**src/rtl/mc_control_hs.sv**
```systemverilog
// rtl/mc_control_hs.sv - multicycle RV32I control FSM with variable-latency memory handshake
// Trap support (TRAP state, bus timeout, misalignment, trap/trap_cause) is enabled by MC_CTRL_TRAP_EN.
module mc_control_hs #(
  parameter int MEM_TIMEOUT = 16,
  parameter int INSTRET_W   = 32
) (
  input  logic                 clk,
  input  logic                 resetn,
  input  logic [6:0]           opcode,
  input  logic [2:0]           funct3,
  input  logic [6:0]           funct7,
  input  logic                 instr_b20,
  input  logic [4:0]           alu_flags,
  input  logic [1:0]           addr_lo,
  input  logic                 mem_ready,
  output logic                 pc_write,
  output logic                 ir_write,
  output logic                 reg_write,
  output logic                 adr_src,
  output logic                 mem_req,
  output logic                 mem_we,
  output logic [3:0]           mem_be,
  output logic [1:0]           result_src,
  output logic [1:0]           alu_src_a,
  output logic [1:0]           alu_src_b,
  output logic [3:0]           alu_control,
  output logic [2:0]           imm_src,
  output logic                 trap,
  output logic [3:0]           trap_cause,
  output logic [INSTRET_W-1:0] instret
);
  localparam logic [6:0] OP_R      = 7'b0110011;
  localparam logic [6:0] OP_I      = 7'b0010011;
  localparam logic [6:0] OP_LUI    = 7'b0110111;
  localparam logic [6:0] OP_AUIPC  = 7'b0010111;
  localparam logic [6:0] OP_LOAD   = 7'b0000011;
  localparam logic [6:0] OP_STORE  = 7'b0100011;
  localparam logic [6:0] OP_BRANCH = 7'b1100011;
  localparam logic [6:0] OP_JAL    = 7'b1101111;
  localparam logic [6:0] OP_JALR   = 7'b1100111;
  localparam logic [6:0] OP_SYSTEM = 7'b1110011;
  localparam logic [3:0] ALU_ADD = 4'd3;
  localparam logic [3:0] ALU_SUB = 4'd4;
  localparam logic [2:0] IMM_I = 3'd0, IMM_B = 3'd1, IMM_S = 3'd2, IMM_U = 3'd3, IMM_J = 3'd4;

  typedef enum logic [3:0] {
    S_FETCH, S_DECODE, S_EXEC_R, S_EXEC_I, S_ALU_WB, S_MEM_ADDR, S_MEM_READ,
    S_MEM_WB, S_MEM_WRITE, S_BRANCH, S_JAL, S_JALR, S_TRAP
  } state_t;

  state_t state, state_n;
  logic pc_write_c, ir_write_c, reg_write_c, mem_req_c, mem_we_c, trap_c;
  logic [3:0] trap_code, alu_dec, store_be;
  logic taken, is_store, is_link;
  logic [INSTRET_W-1:0] instret_q;

  assign is_store = (opcode == OP_STORE);
  assign is_link  = (opcode == OP_JAL) || (opcode == OP_JALR);
  assign store_be = (funct3[1:0] == 2'b00) ? (4'b0001 << addr_lo) :
                    (funct3[1:0] == 2'b01) ? (addr_lo[1] ? 4'b1100 : 4'b0011) : 4'b1111;

  // SUB is only an R-type encoding; SRA/SRAI share the funct7 marker
  always_comb begin
    alu_dec = ALU_ADD;
    case (funct3)
      3'b000: alu_dec = (opcode == OP_R && funct7 == 7'b0100000) ? ALU_SUB : ALU_ADD;
      3'b001: alu_dec = 4'd7;
      3'b010: alu_dec = 4'd5;
      3'b011: alu_dec = 4'd6;
      3'b100: alu_dec = 4'd2;
      3'b101: alu_dec = (funct7 == 7'b0100000) ? 4'd9 : 4'd8;
      3'b110: alu_dec = 4'd1;
      default: alu_dec = 4'd0;
    endcase
  end

  always_comb begin
    case (funct3)
      3'b000:  taken = alu_flags[4];
      3'b001:  taken = ~alu_flags[4];
      3'b100:  taken = alu_flags[3];
      3'b101:  taken = ~alu_flags[3];
      3'b110:  taken = alu_flags[2];
      3'b111:  taken = ~alu_flags[2];
      default: taken = 1'b0;
    endcase
  end

`ifdef MC_CTRL_TRAP_EN
  localparam logic [7:0] TO_LAST = 8'(MEM_TIMEOUT - 1);
  logic [7:0] to_cnt;
  logic [3:0] cause_q;
  logic misaligned;
  assign misaligned = (funct3[1:0] == 2'b10 && addr_lo != 2'b00) ||
                      (funct3[1:0] == 2'b01 && addr_lo[0]);
`endif

  always_comb begin
    state_n     = state;
    pc_write_c  = 1'b0;
    ir_write_c  = 1'b0;
    reg_write_c = 1'b0;
    mem_req_c   = 1'b0;
    mem_we_c    = 1'b0;
    trap_c      = 1'b0;
    trap_code   = 4'd0;
    adr_src     = 1'b0;
    mem_be      = 4'b0000;
    result_src  = 2'b00;
    alu_src_a   = 2'b00;
    alu_src_b   = 2'b00;
    alu_control = ALU_ADD;
    imm_src     = IMM_I;
    case (state)
      S_FETCH: begin
        mem_req_c = 1'b1; mem_be = 4'b1111; alu_src_b = 2'b10; result_src = 2'b10;
        ir_write_c = mem_ready; pc_write_c = mem_ready;
        if (mem_ready) state_n = S_DECODE;
      end
      S_DECODE: begin
        alu_src_a = 2'b01;
        alu_src_b = is_link ? 2'b10 : 2'b01;
        result_src = 2'b10;
        reg_write_c = is_link;
        imm_src = (opcode == OP_JAL) ? IMM_J : (opcode == OP_BRANCH) ? IMM_B :
                  (opcode == OP_AUIPC) ? IMM_U : IMM_I;
        case (opcode)
          OP_R:             state_n = S_EXEC_R;
          OP_I, OP_LUI:     state_n = S_EXEC_I;
          OP_AUIPC:         state_n = S_ALU_WB;
          OP_LOAD, OP_STORE: state_n = S_MEM_ADDR;
          OP_BRANCH:        state_n = S_BRANCH;
          OP_JAL:           state_n = S_JAL;
          OP_JALR:          state_n = S_JALR;
          default: begin
`ifdef MC_CTRL_TRAP_EN
            state_n = S_TRAP;
            trap_code = (opcode == OP_SYSTEM && funct3 == 3'b000) ?
                        (instr_b20 ? 4'd3 : 4'd11) : 4'd2;
`else
            state_n = S_FETCH;
`endif
          end
        endcase
      end
      S_EXEC_R: begin
        alu_src_a = 2'b10; alu_control = alu_dec; state_n = S_ALU_WB;
      end
      S_EXEC_I: begin
        alu_src_a = 2'b10; alu_src_b = 2'b01;
        alu_control = (opcode == OP_LUI) ? 4'd10 : alu_dec;
        imm_src = (opcode == OP_LUI) ? IMM_U : IMM_I;
        state_n = S_ALU_WB;
      end
      S_ALU_WB: begin
        reg_write_c = 1'b1; state_n = S_FETCH;
      end
      S_MEM_ADDR: begin
        alu_src_a = 2'b10; alu_src_b = 2'b01; imm_src = is_store ? IMM_S : IMM_I;
        state_n = is_store ? S_MEM_WRITE : S_MEM_READ;
`ifdef MC_CTRL_TRAP_EN
        if (misaligned) begin
          state_n = S_TRAP;
          trap_code = is_store ? 4'd6 : 4'd4;
        end
`endif
      end
      S_MEM_READ: begin
        adr_src = 1'b1; mem_req_c = 1'b1; mem_be = 4'b1111;
        if (mem_ready) state_n = S_MEM_WB;
      end
      S_MEM_WB: begin
        result_src = 2'b01; reg_write_c = 1'b1; state_n = S_FETCH;
      end
      S_MEM_WRITE: begin
        adr_src = 1'b1; mem_req_c = 1'b1; mem_we_c = 1'b1; mem_be = store_be;
        if (mem_ready) state_n = S_FETCH;
      end
      S_BRANCH: begin
        alu_src_a = 2'b10; alu_control = ALU_SUB; imm_src = IMM_B;
        pc_write_c = taken; state_n = S_FETCH;
      end
      S_JAL: begin
        pc_write_c = 1'b1; state_n = S_FETCH;
      end
      S_JALR: begin
        alu_src_a = 2'b10; alu_src_b = 2'b01; result_src = 2'b10;
        pc_write_c = 1'b1; state_n = S_FETCH;
      end
      default: begin
        trap_c = 1'b1; state_n = S_FETCH;
      end
    endcase
`ifdef MC_CTRL_TRAP_EN
    // ready on the final allowed wait cycle still completes the access
    if (mem_req_c && !mem_ready && to_cnt == TO_LAST) begin
      state_n = S_TRAP;
      trap_code = (state == S_FETCH) ? 4'd1 : (state == S_MEM_READ) ? 4'd5 : 4'd7;
    end
`endif
  end

  always_ff @(posedge clk or negedge resetn) begin
    if (!resetn) begin
      state     <= S_FETCH;
      instret_q <= '0;
    end else begin
      state <= state_n;
      if (state_n == S_FETCH && state != S_FETCH && state != S_TRAP)
        instret_q <= instret_q + INSTRET_W'(1);
    end
  end

  // strobes are forced low while reset is held so an aborted access never writes
  assign pc_write  = pc_write_c  & resetn;
  assign ir_write  = ir_write_c  & resetn;
  assign reg_write = reg_write_c & resetn;
  assign mem_req   = mem_req_c   & resetn;
  assign mem_we    = mem_we_c    & resetn;
  assign instret   = instret_q;

`ifdef MC_CTRL_TRAP_EN
  always_ff @(posedge clk or negedge resetn) begin
    if (!resetn) begin
      to_cnt  <= 8'd0;
      cause_q <= 4'd0;
    end else begin
      if (state_n != state || mem_ready) to_cnt <= 8'd0;
      else if (mem_req_c) to_cnt <= to_cnt + 8'd1;
      if (state_n == S_TRAP) cause_q <= trap_code;
    end
  end
  assign trap       = trap_c & resetn;
  assign trap_cause = cause_q;
  logic unused_ok;
  assign unused_ok = &{1'b0, alu_flags[1:0]};
`else
  localparam int unused_timeout = MEM_TIMEOUT;
  assign trap       = 1'b0;
  assign trap_cause = 4'd0;
  logic unused_ok;
  assign unused_ok = &{1'b0, alu_flags[1:0], instr_b20, trap_c, trap_code};
`endif
endmodule

```
**config.mk**
```make
export PLATFORM = sky130hd
export DESIGN_NAME = mc_control_hs
export DESIGN_NICKNAME = d
export VERILOG_FILES = /design/src/rtl/mc_control_hs.sv
export SDC_FILE = /design/constraint.sdc
export NUM_CORES = 1
export LEC_CHECK = 0
export BUFFER_PORTS_ARGS = -buffer_cell sky130_fd_sc_hd__buf_2
export CORE_MARGIN = 2
export CORE_UTILIZATION = 50
export CTS_CLUSTER_SIZE = 25
export DETAILED_ROUTE_END_ITERATION = 10
export PLACE_DENSITY = 0.9
export SYNTH_ARGS = -nofsm -noshare
export SYNTH_HDL_FRONTEND = slang
export SYNTH_SLANG_ARGS = --single-unit
export TNS_END_PERCENT = 20
```
**constraint.sdc**
```tcl
create_clock -name clk -period 2.61 [get_ports clk]
set_clock_uncertainty 0.05 [all_clocks]
set_input_delay 0.522 -clock clk [delete_from_list [all_inputs] [get_ports clk]]
set_output_delay 0.522 -clock clk [all_outputs]
set_load 0.01 [all_outputs]
```
==> results.cfg <==
[worst_setup_path]
r2r_slack_ps = 200
cp-end-kind = output port
worstPathRequired_ps = 2040
rr_startpoint = state[0]
r2r-end = instret[14]
crit_type = in2out
reg2regPathDepth = 6
cp_max_fo = 6
start_kind = primary input
arrival_ps = 1930

[cells_and_area]
area_growth_pct = 26.56
nNetsFinal = 399
final_core_util_pct = 65.71
layout-drive-gt1-share_pct = 33.69
diodes = 0

[power_and_ir_drop]
ir_worst_vdd_v = 0.0003017
power_density_nw_per_um2 = 586.3
power.leakage_nw = 1.518

[timing]
fin_crit_sh_pct = 95.96
setup_viol = 0
max_freq_mhz = 399.3
rsz0062_at_grt = no
hold_viol_final = 0
report.final.slew_viol_count = 0
timing.final.crit_period_ps = 2505
tns_ps = 0

[routing]
dr.first_iter.drc_count = 157
routedWlPerCell_microns = 14.02
met3WireLength_microns = 467
ant_nets = 0
wl_microns = 6140
met2_length_microns = 2991
num_vias = 2461
firstDrtPassIters = 4
drc = 0
top_layer = met4
wl_met1_microns = 2599
vias_per_cell = 5.619

[die]
die_h_microns = 74.27
pin_count = 88
core_area_sq_um = 4755
rows = 25
floorplan.initialDensity_pct = 51.92
dieArea_sq_um = 5515
die_w_microns = 74.27

[yosys]
avgSynthCellArea_sq_um = 8.692
ys_ff_latch = 36
synth_edf_count = 0
synth-seq-area-share_pct = 36.49
synthesis.area_sq_um = 2469
synthFlopType = dfrtp_1
async_flop_share_pct = 100.0
synth.area.top_cells = dfrtp_1 36%, xnor2_1 9.9%, nand3_1 5.3%
synth_top_area_share_pct = 36.49
synth_top_cells_by_count = 36 x dfrtp_1, 28 x xnor2_1, 26 x nand3_1, 23 x nand2_1, 18 x nor2_1
post-synth-top-area-cell = dfrtp_1
yosysWarnings = 0
synthCells = 284
yosys.cell_count.top_type = dfrtp_1
synth_cell_types = 56

[job]
cap_violations = 0

[global_route]
grt_overflow = 0
grt_pass1_vias = 2193
antenna_found_initial = 0
grt_pass1_wl_microns = 10110
grt_max_degree = 37
grtUsageTotal_pct = 23.50

[clocking]
htreeDepth = 2
clk_latency_ps = 290
postCtsSetupRepairBufs = 0
cts_tree = done
clkTransAtPathRegs_ps = 70
cts-root-buf = clkbuf_8
cts.sinks = 36
clockBufferDepth = 2
cts_made_buffers = 5

[status]
outcome = finished clean

[placed_design]
dp_hpwl_microns = 4640
gp_congestion = 0.8805
port_buffers = 79

[worst_hold_path]
hold_class = in2async
-- cells by family after synthesis --
logic type / share of synthesized area [%]
muxes: 0.8616
adders and majority gates: 0.5068
and+or+nand+nor: 30.56
xor gates and xnor gates: 12.06
other: 0.1519
buffers and inverters: 6.741
AOI/OAI and AO/OA: 12.62
DFF: 36.49
-- report_power, final --
group	leakage, nW	internal [mW]	total, mW	switching (mW)
Combinational	0.964	0.264	0.611	0.346
Sequential	0.490	0.612	0.690	0.0777
Clock	0.0645	0.337	0.531	0.195
Total	1.52	1.21	1.83	0.619
-- area by class of cell --
| cell class | count | area (sq um) |
|---|---|---|
| Clock inverter | 1 | 30.03 |
| Timing Repair Buffer | 96 | 535.5 |
| Clock buffer | 7 | 96.34 |
| Tap cell | 67 | 83.83 |
| Fill cell | 385 | 1630 |
| Sequential cell | 36 | 902.1 |
| Multi-Input combinational cell | 219 | 1431 |
| Inverter | 12 | 45.04 |
-- how the worst max path moves through the flow --
stage / start / end / slack [ps]
detailed placement: opcode[4] / instret[14] / 7
CTS: state[0] / reg_write / 20
finish: opcode[6] / alu_src_b[1] / 110
global placement: funct7[2] / alu_control[0] / 100
floorplan: opcode[4] / reg_write / 250
global route: state[0] / mem_be[0] / 20
-- state kept, by name, indices dropped and copies added (netlist names) --
| name | cells |
|---|---|
| instret | 32 |
| state | 4 |
-- critical path, cell delays in order --
cell and delay (ps):
buf_2 170, and4b_1 280, nand3_1 130, buf_4 160
a2111oi_1 460, buf_2 210
-- through the flow --
stage / setup WS [ps] / std cells / power (mW) / hold slack, ps / area (sq um)
after CTS: 15.67 / 438 / 1.834 / 282.5 / 3108
final: 105.5 / 438 / 1.832 / 270.2 / 3124
after global placement: 95.80 / 430 / 1.284 / 407.1 / 2982
after floorplan: 248.0 / 288 / 1.073 / 176.4 / 2484
after global routing: 19.18 / 438 / 1.945 / 291.3 / 3124
after detailed placement: 7.190 / 430 / 1.300 / 427.8 / 2982
-- placed cells by master (no fill, tap or decap), types with 3 or more instances in the layout --
cell type,netlist,final
nor3_1,8,8
xnor2_1,28,28
nand2b_1,3,3
nor2_1,18,18
buf_4,6,16
nor3_2,5,5
a21oi_1,15,15
inv_1,11,11
nand4_1,13,13
nor2b_1,5,5
and3_1,9,9
o31ai_1,3,3
clkbuf_8,0,7
nand2_1,23,23
o21ai_0,10,10
dfrtp_1,36,35
nand3_1,26,26
xor2_1,6,6
buf_2,4,79
conb_1,1,5
-- what timing repair did --
item,4_1_cts,5_1_grt
endpoints found under the hold margin,0,0
gates resized for setup,0,5
endpoints found under the setup margin,0,9
hold buffers,0,0
-- metal layers --
metal | global-route usage (%) | vias up
li1 | - | 1174
met1 | 30.33 | 1157
met2 | 39.68 | 123
met3 | 4.607 | 7
met4 | 7.738 | 0
met5 | 0 | -
Note: power is estimated with default switching activity, not from simulation.
